==> src/rtl/l1_bank_arb_pkg.sv <==
// Shared types and helpers for the L1 bank arbiter.
// Default payload widths match the standard 32-bit TCDM channel.
package l1_bank_arb_pkg;

  localparam int unsigned ADDR_W = 32;
  localparam int unsigned DATA_W = 32;
  localparam int unsigned BE_W   = DATA_W / 8;
  localparam int unsigned ID_W   = 1;

  typedef struct packed {
    logic              wen;
    logic [ADDR_W-1:0] add;
    logic [DATA_W-1:0] data;
    logic [BE_W-1:0]   be;
    logic [ID_W-1:0]   id;
  } l1_req_t;

  function automatic int unsigned rr_next(input int unsigned idx, input int unsigned n);
    return (idx + 1 >= n) ? 0 : idx + 1;
  endfunction

endpackage

==> src/rtl/l1_rr_picker.sv <==
// Combinational rotating-priority picker: first set request at or after start, modulo N.
module l1_rr_picker #(
  parameter  int unsigned N    = 4,
  localparam int unsigned IdxW = $clog2(N)
) (
  input  logic [N-1:0]    req,
  input  logic [IdxW-1:0] start,
  output logic [IdxW-1:0] winner,
  output logic            valid
);

  logic [IdxW-1:0] idx;

  always_comb begin
    winner = '0;
    valid  = 1'b0;
    idx    = '0;
    for (int unsigned k = 0; k < N; k++) begin
      idx = IdxW'((32'(start) + k) % N);
      if (!valid && req[idx]) begin
        valid  = 1'b1;
        winner = idx;
      end
    end
  end

endmodule

==> src/rtl/l1_bank_arbiter.sv <==
// Round-robin arbiter merging N_MST TCDM initiators onto one L1 SPM bank port.
// Optional conflict counter enabled with macro L1_BANK_ARB_PERF_EN.
module l1_bank_arbiter #(
  parameter  int unsigned N_MST  = 4,
  parameter  int unsigned ADDR_W = 32,
  parameter  int unsigned DATA_W = 32,
  parameter  int unsigned ID_W   = 1,
  parameter  int unsigned CNT_W  = 16,
  localparam int unsigned BE_W   = DATA_W / 8
) (
  input  logic                    clk_i,
  input  logic                    rst_ni,
  input  logic [N_MST-1:0]        mst_req_i,
  output logic [N_MST-1:0]        mst_gnt_o,
  input  logic [N_MST-1:0]        mst_wen_i,
  input  logic [N_MST*ADDR_W-1:0] mst_add_i,
  input  logic [N_MST*DATA_W-1:0] mst_data_i,
  input  logic [N_MST*BE_W-1:0]   mst_be_i,
  input  logic [N_MST*ID_W-1:0]   mst_id_i,
  output logic [N_MST-1:0]        mst_r_valid_o,
  output logic [N_MST*DATA_W-1:0] mst_r_data_o,
  output logic [N_MST*ID_W-1:0]   mst_r_id_o,
  output logic                    bank_req_o,
  input  logic                    bank_gnt_i,
  output logic                    bank_wen_o,
  output logic [ADDR_W-1:0]       bank_add_o,
  output logic [DATA_W-1:0]       bank_data_o,
  output logic [BE_W-1:0]         bank_be_o,
  output logic [ID_W-1:0]         bank_id_o,
`ifdef L1_BANK_ARB_PERF_EN
  input  logic                    perf_clr_i,
  output logic [CNT_W-1:0]        perf_conflict_cnt_o,
`endif
  input  logic [DATA_W-1:0]       bank_r_data_i,
  input  logic [ID_W-1:0]         bank_r_id_i
);

  import l1_bank_arb_pkg::*;

  localparam int unsigned IDX_W = $clog2(N_MST);

  typedef struct packed {
    logic              wen;
    logic [ADDR_W-1:0] add;
    logic [DATA_W-1:0] data;
    logic [BE_W-1:0]   be;
    logic [ID_W-1:0]   id;
  } payload_t;

  payload_t         mst_pl [N_MST];
  payload_t         sel_pl;
  logic [IDX_W-1:0] rr_q, rr_d, winner, resp_sel_q;
  logic             any_req, accept, resp_vld_q;

  l1_rr_picker #(
    .N (N_MST)
  ) u_picker (
    .req    (mst_req_i),
    .start  (rr_q),
    .winner (winner),
    .valid  (any_req)
  );

  always_comb begin
    for (int unsigned i = 0; i < N_MST; i++) begin
      mst_pl[i] = '{wen:  mst_wen_i[i],
                    add:  mst_add_i[i*ADDR_W +: ADDR_W],
                    data: mst_data_i[i*DATA_W +: DATA_W],
                    be:   mst_be_i[i*BE_W +: BE_W],
                    id:   mst_id_i[i*ID_W +: ID_W]};
    end
  end

  assign sel_pl      = any_req ? mst_pl[winner] : '0;
  assign bank_req_o  = any_req;
  assign bank_wen_o  = sel_pl.wen;
  assign bank_add_o  = sel_pl.add;
  assign bank_data_o = sel_pl.data;
  assign bank_be_o   = sel_pl.be;
  assign bank_id_o   = sel_pl.id;

  assign accept = any_req & bank_gnt_i;
  assign rr_d   = accept ? IDX_W'(rr_next(32'(winner), N_MST)) : rr_q;

  // Grant and response steering; the bank's read data is only valid in the response cycle.
  always_comb begin
    mst_gnt_o     = '0;
    mst_r_valid_o = '0;
    mst_r_data_o  = '0;
    if (any_req) mst_gnt_o[winner] = bank_gnt_i;
    if (resp_vld_q) begin
      mst_r_valid_o[resp_sel_q]                  = 1'b1;
      mst_r_data_o[resp_sel_q*DATA_W +: DATA_W] = bank_r_data_i;
    end
  end

  assign mst_r_id_o = {N_MST{bank_r_id_i}};

  always_ff @(posedge clk_i or negedge rst_ni) begin
    if (!rst_ni) begin
      rr_q       <= '0;
      resp_vld_q <= 1'b0;
      resp_sel_q <= '0;
    end else begin
      rr_q       <= rr_d;
      resp_vld_q <= accept;
      resp_sel_q <= winner;
    end
  end

`ifdef L1_BANK_ARB_PERF_EN
  logic [CNT_W-1:0] cnt_q, cnt_d;
  logic             conflict;

  assign conflict = $countones(mst_req_i) > 1;

  always_comb begin
    cnt_d = cnt_q;
    if (perf_clr_i)                 cnt_d = '0;
    else if (conflict && cnt_q != '1) cnt_d = cnt_q + CNT_W'(1);
  end

  always_ff @(posedge clk_i or negedge rst_ni) begin
    if (!rst_ni) cnt_q <= '0;
    else         cnt_q <= cnt_d;
  end

  assign perf_conflict_cnt_o = cnt_q;
`else
  logic unused_cnt_w;
  assign unused_cnt_w = ^CNT_W;
`endif

endmodule
==> config.mk <==
export PLATFORM = sky130hd
export DESIGN_NAME = l1_bank_arbiter
export DESIGN_NICKNAME = d
export VERILOG_FILES = /design/src/rtl/l1_bank_arb_pkg.sv /design/src/rtl/l1_rr_picker.sv /design/src/rtl/l1_bank_arbiter.sv
export SDC_FILE = /design/constraint.sdc
export NUM_CORES = 1
export LEC_CHECK = 0
export ABC_AREA = 1
export ABC_CLOCK_PERIOD_IN_PS = 2000
export BUFFER_PORTS_ARGS = -buffer_cell sky130_fd_sc_hd__buf_2
export CORE_AREA = 4 4 205 207
export DETAILED_ROUTE_END_ITERATION = 16
export DIE_AREA = 0 0 209 211
export GPL_ROUTABILITY_DRIVEN = 0
export PLACE_DENSITY_LB_ADDON = 0.05
export SLEW_MARGIN = 20
export SYNTH_ARGS = -nofsm -noshare
export SYNTH_HDL_FRONTEND = slang
export SYNTH_SLANG_ARGS = --single-unit
==> constraint.sdc <==
create_clock -name clk_i -period 2 [get_ports clk_i]
set_input_delay 0.1 -clock clk_i [delete_from_list [all_inputs] [get_ports clk_i]]
set_output_delay 0.1 -clock clk_i [all_outputs]
set_load 0.02 [all_outputs]
Word level (Yosys, flattened, before mapping)
Cells that the tools add are included.
{ "word_totals": {"regBits": 5, "input_bits": 320, "out_inout_bits": 211, "elab_cells": 60} }
{ "classes": {"n_addsub": 5, "order_cmp": 10, "shifts": 2, "mux": 28, "n_bitwise": 4, "n_reduce_logical": 8} }
{ "ops": {"columns": ["cell", "n"], "rows": [
  ["$mux 70", 3],
  ["$bmux 70 s2", 1],
  ["$and 128x128->128", 1],
  ["$mux 128", 1],
  ["$shift 32x34->128 const A", 1],
  ["$shiftx 32x34->128", 1],
  ["$neg 7->34", 1],
  ["$lt 2x3->1 const B", 6],
  ["$mux 1", 10],
  ["$mux 2", 5],
  ["$bmux 1 s2", 4],
  ["$mux 4", 2],
  ["$ge 3x3->1 const B", 2],
  ["$logic_and 1x1->1", 5],
  ["$add 2x2->2 const B", 2],
  ["$and 4x4->4", 1],
  ["$demux 1 s2", 2],
  ["$ge 2x1->1 const B", 2],
  ["$add 2x1->3 const B", 1],
  ["$logic_not 1->1", 3],
  ["$not 2->3", 1],
  ["$add 2x1->2 const B", 1],
  ["$and 1x1->1", 1]
]} }

Logic depth before layout (Yosys ltp)
Gate-level depths: netlist of the first run.
{ "depth": {"depth_word": 18, "depth_mapped": 16, "ltp_nobuf": 13} }

By module
A second synthesis of the first run with hierarchy kept.
{ "hier_totals": {"hier_cells": 1147, "hier_area_um2": 5425.2} }
{ "by_module_without_submodules": {"columns": ["mod", "instances", "cells_each", "area_per_inst_um2", "seq_area_each_um2"], "rows": [
  ["l1_bank_arbiter", 1, 1088, 5106.1, 125.1],
  ["l1_rr_picker", 1, 59, 319.1, 0.0]
]} }

Worst setup path after synthesis of the first run
Ideal clock, no wire load.
{ "synth_path": {"path_kind": "register to output", "from": "register rr_q[0]", "to": "output bank_add_o[23]", "t_arrival_ns": 1.993, "required_time_ns": 1.900, "setup_slack_ns": -0.093, "path_stages_with_launch": 13, "path_buffers": 3, "cell_sequence": "dfrtp_1 buf_6 inv_4 nand2_2 nand3_1 nand2_1 nor2_4 nand3_4 buf_2 buf_2 nand4_1 nand3_1 a21oi_1"} }
{ "synth_via": {"elab_cells_between_ends": 30, "cone_classes": "add/sub: 3; mux: 20; bitwise: 1; reduce/logical: 6"} }
{ "synth_rtl": {"columns": ["element", "line_no", "text"], "rows": [
  ["start: declaration", "l1_bank_arbiter.sv:52", "logic [IDX_W-1:0] rr_q, rr_d, winner, resp_sel_q;"],
  ["start signal: assignment", "l1_bank_arbiter.sv:105", "rr_q <= rr_d;"],
  ["branches (longest 11 deep; another with $add 2x1->2)", null, null],
  ["$mux 1 *", "l1_rr_picker.sv:20", "if (!valid && req[idx]) begin"],
  ["net bank_req_o", "l1_bank_arbiter.sv:23", "output logic bank_req_o,"],
  ["$mux 70 *", "l1_bank_arbiter.sv:74", "assign sel_pl = any_req ? mst_pl[winner] : '0;"],
  ["end: declaration", "l1_bank_arbiter.sv:26", "output logic [ADDR_W-1:0] bank_add_o,"]
]} }
Mark *: on every way through the listed nets, which the timed path passes. The select of a mux whose other input is x is not followed.

Worst setup path after layout of the first run
{ "layout_path": {"from": "register rr_q[0]", "to": "output bank_data_o[17]"} }
{ "layout_via": {"elab_chain_len": 17, "elab_cells_between_ends": 30, "cone_classes": "add/sub: 3; mux: 20; bitwise: 1; reduce/logical: 6"} }
{ "layout_lines": {"columns": ["element", "line_no", "text"], "rows": [
  ["branches (longest 16 deep; another with $add 2x1->2)", null, null],
  ["$mux 70 *", "l1_bank_arbiter.sv:74", null],
  ["end: declaration", "l1_bank_arbiter.sv:27", "output logic [DATA_W-1:0] bank_data_o,"]
]} }
Mark *: on every way between the ends. The select of a mux whose other input is x is not followed.

==> reports/results.ini, run 1 <==
[synthesis]
syn_area_per_cell_um2=4.66
yosys_warnings=0
ys_seq_area_share_pct=2.46
synth-seq-cells=5
syn_inst=1094
postSynthNetCount=1420
yosysUniqueCellTypes=25
synth_area_um2=5090

[min_path]
hold_path_class=primary input to output pin

[worst_setup_path]
critPathLaunchType=register
crit_arrival_ns=2.43
cp_common_cell=nand2_2
critPathMaxStageDelay_ns=0.46
crit_fanout=9
crit_family=simple AND/OR/NAND/NOR gates
endpoint_kind=output pin
crit_buf_inv=5
required_ns=1.90
crit_chain=clkinv_4 -> buf_8 -> nand2_4 -> nand2_2 -> nand2_2 -> nand2_2 -> nand2_4 -> nand3_4 -> nand3_4 -> buf_12 -> buf_12 -> nand2_2 -> nand2_1 -> nand2_1 -> a21oi_2 -> buf_6
cpMaxStageDelayCell=dfrtp_2
path_class=register to output pin

[clocking]
clk_path_buf_depth=2
clock-root-buffer=clkbuf_16
cts_buffers=3
clock_latency_ns=0.22
cts.sinks=5
cts_tree=done
path_clk_slew_ns=0.03
htree_levels=1

[placement]
hpwl_mm=32.2
dpl_cell_area_um2=9300
portBuffers=525

[sta]
setup_viol=76
hold_violations=0
period_needed_ns=2.53
holdWs_ns=0.200
finClkSkew_ns=0.00165
worstMarginPinSlew_ns=0.246
worst_slack_ns=-0.530
fmax_mhz=395
period_share_pct=127
rsz0062_at_grt=yes
report.final.slew_viol_count=0
max_slew_margin_pct=83.5
setup_tns_ns=-34.74

[power]
p_sw_mw=17.8
combPwrFrac_pct=98.3
pwr-share-clk_pct=1.0
total_power_mw=32.8
p_per_area_nw_per_um2=2890
peakVddDrop_uv=1250
leakagePower_nw=6.57
p_sw_share_pct=54.2
intPower_mw=15.1
pwr-share-seq_pct=0.7

[grt]
grt_usage_pct=16.6
grt_antenna_before_repair=26
grt_pass1_wl_mm=57.8
grt_max_degree=42
grt_overflow_total=0
grt_pass1_vias=9315

[route]
wl_met3_mm=3.36
vias_per_cell=4.29
routed_wl_mm=43.0
met1_length_mm=16.5
first_iter_violations=459
drtAntennaViolNets=0
dr.pass1.iters=6
route.met2.wl_mm=22.8
route.detailed.drc=0
wl_per_cell_um=19.4
vias=9492
top_layer_used=met5

[floorplanning]
fp.dieW_um=209
core_um2=40400
die_h_um=211
start_util_pct=12.6
row_count=74
die_area_um2=44100
num_io_pins=531

[status]
failed_checks=negative setup slack
outcome=finished with violations

[layout]
area_growth_pct=123
drive_gt1_share_pct=55.1
final_area_um2=11300
post-route-util_pct=28.1
layout.nets=1992

[flow_run]
drv_cap=0

==> state kept, by name, indices dropped and copies added, names as in the netlist <==
| register | cells |
|---|---|
| resp_vld_q | 1 |
| resp_sel_q | 2 |
| rr_q | 2 |
==> worst register-to-register path: cells and delay by family, from the launching register on <==
| kind | cells | cell delay, ns |
|---|---|---|
| buffers and inverters | 5 | 0.57 |
| flip-flops | 1 | 0.46 |
| adder cells (fa/ha/maj) | 1 | 0.28 |
| AND/OR/NAND/NOR | 7 | 0.68 |
| AO/OA/AOI/OAI | 1 | 0.07 |
==> synth_stat cells, drive strengths merged <==
master / count / area (µm²)
a31oi: 1 / 6.26
nor2: 85 / 327
o21ai: 3 / 15.0
dfrtp: 5 / 125
inv: 195 / 734
a21oi: 70 / 350
ha: 6 / 75.1
clkbuf: 26 / 97.6
nand4: 141 / 882
nor3: 50 / 250
buf: 80 / 478
or2: 1 / 6.26
nand3: 78 / 413
clkinv: 1 / 3.75
nand2: 352 / 1330
==> routing by layer <==
| metal | vias to the layer above | track usage (%) |
|---|---|---|
| met5 | - | 0 |
| met4 | 14 | 2.52 |
| met3 | 36 | 4.81 |
| met2 | 372 | 31.8 |
| met1 | 4401 | 18.6 |
| li1 | 4669 | - |
==> final cells by class <==
cell class	instances	area, µm²
fill	4741	29000
clock buffer	4	78.8
multi-input combinational	788	4650
tap	532	666
antenna	16	40.0
sequential	5	126
inverter	196	753
timing repair buffer	672	5040
==> placed cells by master, fill, tap and decap left out, drive strengths merged, types with 16 or more instances in the layout <==
cell type	n
buf	657
nand2	352
inv	193
nand4	141
nor2	85
nand3	78
a21oi	70
nor3	50
clkbuf	17
diode	16
==> path summary, 6_finish.rpt <==
check / start / end / slack, ns / depth (start not counted)
max: rr_q[0]$_DFFE_PN0P_ / bank_data_o[17] / -0.53 / 16
min: bank_r_id_i / mst_r_id_o[1] / 0.20 / 0
max reg2reg: rr_q[0]$_DFFE_PN0P_ / rr_q[1]$_DFFE_PN0P_ / -0.17 / 14
min reg2reg: rr_q[1]$_DFFE_PN0P_ / rr_q[1]$_DFFE_PN0P_ / 0.67 / 2
max in group asynchronous: rst_ni / rr_q[0]$_DFFE_PN0P_ / 1.62 / 2
min in group asynchronous: rst_ni / rr_q[1]$_DFFE_PN0P_ / 0.24 / 2
==> power groups by stage <==
stage | Sequential [mW] | Clock, mW | Combinational, mW
6_report | 0.226 | 0.326 | 32.3
5_1_grt | 0.234 | 0.342 | 34.6
4_1_cts | 0.216 | 0.329 | 28.6
3_5_place_dp | 0.217 | 0 | 24.0
3_3_place_gp | 0.216 | 0 | 24.3
2_1_floorplan | 0.187 | 0 | 14.5
==> cells by family (layout without fill, tap and decap cells) <==
family	count (synthesis)	after routing	share of synthesized area, %
and+or+nand+nor	707	708	63.0
DFF	5	5	2.46
AOI/OAI and AO/OA	74	74	7.29
other	0	16	0
adders and majority gates	6	6	1.47
buffers and inverters	302	872	25.8
==> per-stage QoR <==
step,worst slack (ns),cells
CTS,-0.508,2168
floorplan,-0.0753,1094
global placement,-0.396,2150
global route,-0.633,2208
finish,-0.530,2213
detailed placement,-0.412,2150
==> repair_timing <==
item	4_1_cts	5_1_grt
gates resized for setup	162	197
pin swaps	25	39
endpoints found under the hold margin	5	0
gates cloned	6	15
buffers inserted	7	14
endpoints found under the setup margin	125	173
hold buffers	1	0
(Power assumes the default switching activity.)
==> run 2: changes to the inputs <==
- BUFFER_PORTS_ARGS: -buffer_cell sky130_fd_sc_hd__buf_2 -> -buffer_cell sky130_fd_sc_hd__buf_4
==> run 2 against run 1 <==
Compared with the run above: the run still ends with negative setup slack left; wire length is 5.3% higher; non-clock buffer count is 28 higher; setup slack better by 0.043 ns; core utilization is 4.7 points higher; critical path depth stayed put; via count is 1.2% higher; final area is 17% higher.
==> reports/results.ini, run 2 (same netlist as run 1, synthesis figures left out) <==
[route]
route.detailed.drc=0  ; unchanged
wl_per_cell_um=20.3  ; +4.7%
vias=9604  ; +1.2%
dr.pass1.iters=4  ; -2
first_iter_violations=396  ; -14%
routed_wl_mm=45.2  ; +5.3%
vias_per_cell=4.31  ; +0.59%
drtAntennaViolNets=0  ; unchanged

[layout]
layout.nets=2019  ; +1.4%
drive_gt1_share_pct=58.0  ; +3.0 points
area_growth_pct=160
multiInputGateArea_um2=4840  ; +4.0%
fillers=4517  ; -4.7%
final_area_um2=13200  ; +17%
mostFrequentLayoutCells=533 x buf_4, 239 x nand2_1, 186 x inv_1, 141 x nand4_1, 91 x nand2_2
top_regs=resp_sel_q: 2 flops, rr_q: 2 flops, resp_vld_q: 1 flops
layout_commonest_cell=buf_4
seqCellArea_um2=126  ; unchanged
post-route-util_pct=32.8  ; +4.7 points

[floorplanning]
row_count=74  ; unchanged
num_io_pins=531  ; unchanged
core_um2=40400  ; unchanged
die_area_um2=44100  ; unchanged
die_h_um=211  ; unchanged
fp.dieW_um=209  ; unchanged
start_util_pct=12.6  ; unchanged

[grt]
grt_pass1_vias=9911  ; +6.4%
grt_overflow_total=0  ; unchanged
grt_usage_pct=18.8  ; +2.2 points
grt_antenna_before_repair=1  ; -96%
grt_pass1_wl_mm=64.7  ; +12%
grt_max_degree=41  ; -2.4%

[clocking]
cts_tree=done
cts_buffers=3  ; unchanged
cts.sinks=5  ; unchanged
clock_latency_ns=0.22  ; about the same
clk_path_buf_depth=2  ; unchanged
clock-root-buffer=clkbuf_16
path_clk_slew_ns=0.03  ; about the same
htree_levels=1  ; unchanged

[sta]
period_needed_ns=2.49  ; -0.0432 ns
hold_violations=0  ; unchanged
setup_viol=77  ; +1.3%
worstMarginPinSlew_ns=0.290  ; +0.0435 ns
max_slew_margin_pct=80.7  ; -2.8 points
period_share_pct=124  ; -2.2 points
report.final.slew_viol_count=0  ; unchanged
finClkSkew_ns=0.0000857  ; -0.00157 ns
rsz0062_at_grt=yes
worst_slack_ns=-0.487  ; +0.0432 ns
fmax_mhz=402  ; +1.7%

[flow_run]
drv_cap=0  ; unchanged

[worst_setup_path]
critPathLaunchType=register
endpoint_kind=output pin
crit_arrival_ns=2.39  ; -0.04 ns
required_ns=1.90  ; about the same
crit_fanout=5  ; -4
path_class=register to output pin
reg2reg_depth=14  ; unchanged

[min_path]
min_path_cells=0  ; unchanged
hold_path_class=primary input to output pin

[power]
leakagePower_nw=7.21  ; +9.7%
total_power_mw=36.2  ; +10%
p_per_area_nw_per_um2=2740  ; -5.4%
peakVddDrop_uv=1700  ; +36%

[placement]
dp_slack_ns=-0.371  ; +0.0411 ns
dpl_cell_area_um2=10600  ; +14%
hpwl_mm=33.8  ; +4.8%
portBuffers=525  ; unchanged

[status]
outcome=finished with violations
failed_checks=negative setup slack

-- run 2: worst paths after layout --
path                                startpoint                   end  slack, ns
max                        rr_q[0]$_DFFE_PN0P_       bank_data_o[23]      -0.49
min                                bank_r_id_i         mst_r_id_o[1]       0.20
max reg2reg                rr_q[0]$_DFFE_PN0P_   rr_q[1]$_DFFE_PN0P_      -0.13
min reg2reg                rr_q[1]$_DFFE_PN0P_   rr_q[1]$_DFFE_PN0P_       0.66
max in group asynchronous               rst_ni   rr_q[0]$_DFFE_PN0P_       1.65
min in group asynchronous               rst_ni  resp_vld_q$_DFF_PN0_       0.23
-- run 2: final cells by class --
cell class / instances / share of cell area, %
multi-input combinational: 787 / 36.5
sequential: 5 / 0.954
timing repair buffer: 700 / 51.1
inverter: 196 / 5.76
tap: 532 / 5.03
antenna: 2 / 0.0378
clock buffer: 4 / 0.595
-- run 2: critical path, cell delays in order, from the launching register on --
cell	delay (ns)
dfrtp_2	0.43
buf_6	0.15
nand2_4	0.06
nand2_4	0.07
nand2_2	0.07
nand2_2	0.06
nor2_4	0.14
nand3_4	0.11
nand3_4	0.16
buf_12	0.13
buf_16	0.11
buf_8	0.11
nand2_2	0.04
nand2_1	0.05
nand2_1	0.07
a21oi_2	0.20
buf_4	0.17
-- run 2: stage by stage --
step                hold WS [ns]  TNS, ns  instances
floorplan                 -0.196   -0.931       1094
global placement         -0.0914   -21.01       2151
detailed placement       -0.0926   -23.74       2151
CTS                        0.200   -31.79       2211
global route               0.200   -40.95       2224
finish                     0.200   -31.05       2226
-- run 2: routing by layer --
layer  vias up  share of wire (%)  GRT usage, %
li1       4706                  -             -
met1      4515                 41          22.8
met2       363                 51          34.9
met3        20                6.9          4.47
met4         0               0.98          2.07
met5         -                  0             0
-- run 2: what timing repair did --
action / in CTS / in global routing
gates resized for setup: 236 / 161
hold buffers: 1 / 0
endpoints found under the hold margin: 5 / 0
gates cloned: 15 / 8
setup endpoints to repair: 103 / 121
pin swaps: 68 / 56
buffers inserted: 40 / 8
-- run 2: report_power, final --
part	total (mW)	internal (mW)	switching [mW]
sequential	0.208	0.156	0.0516
combinational	35.7	17.0	18.7
clock	0.327	0.264	0.0631
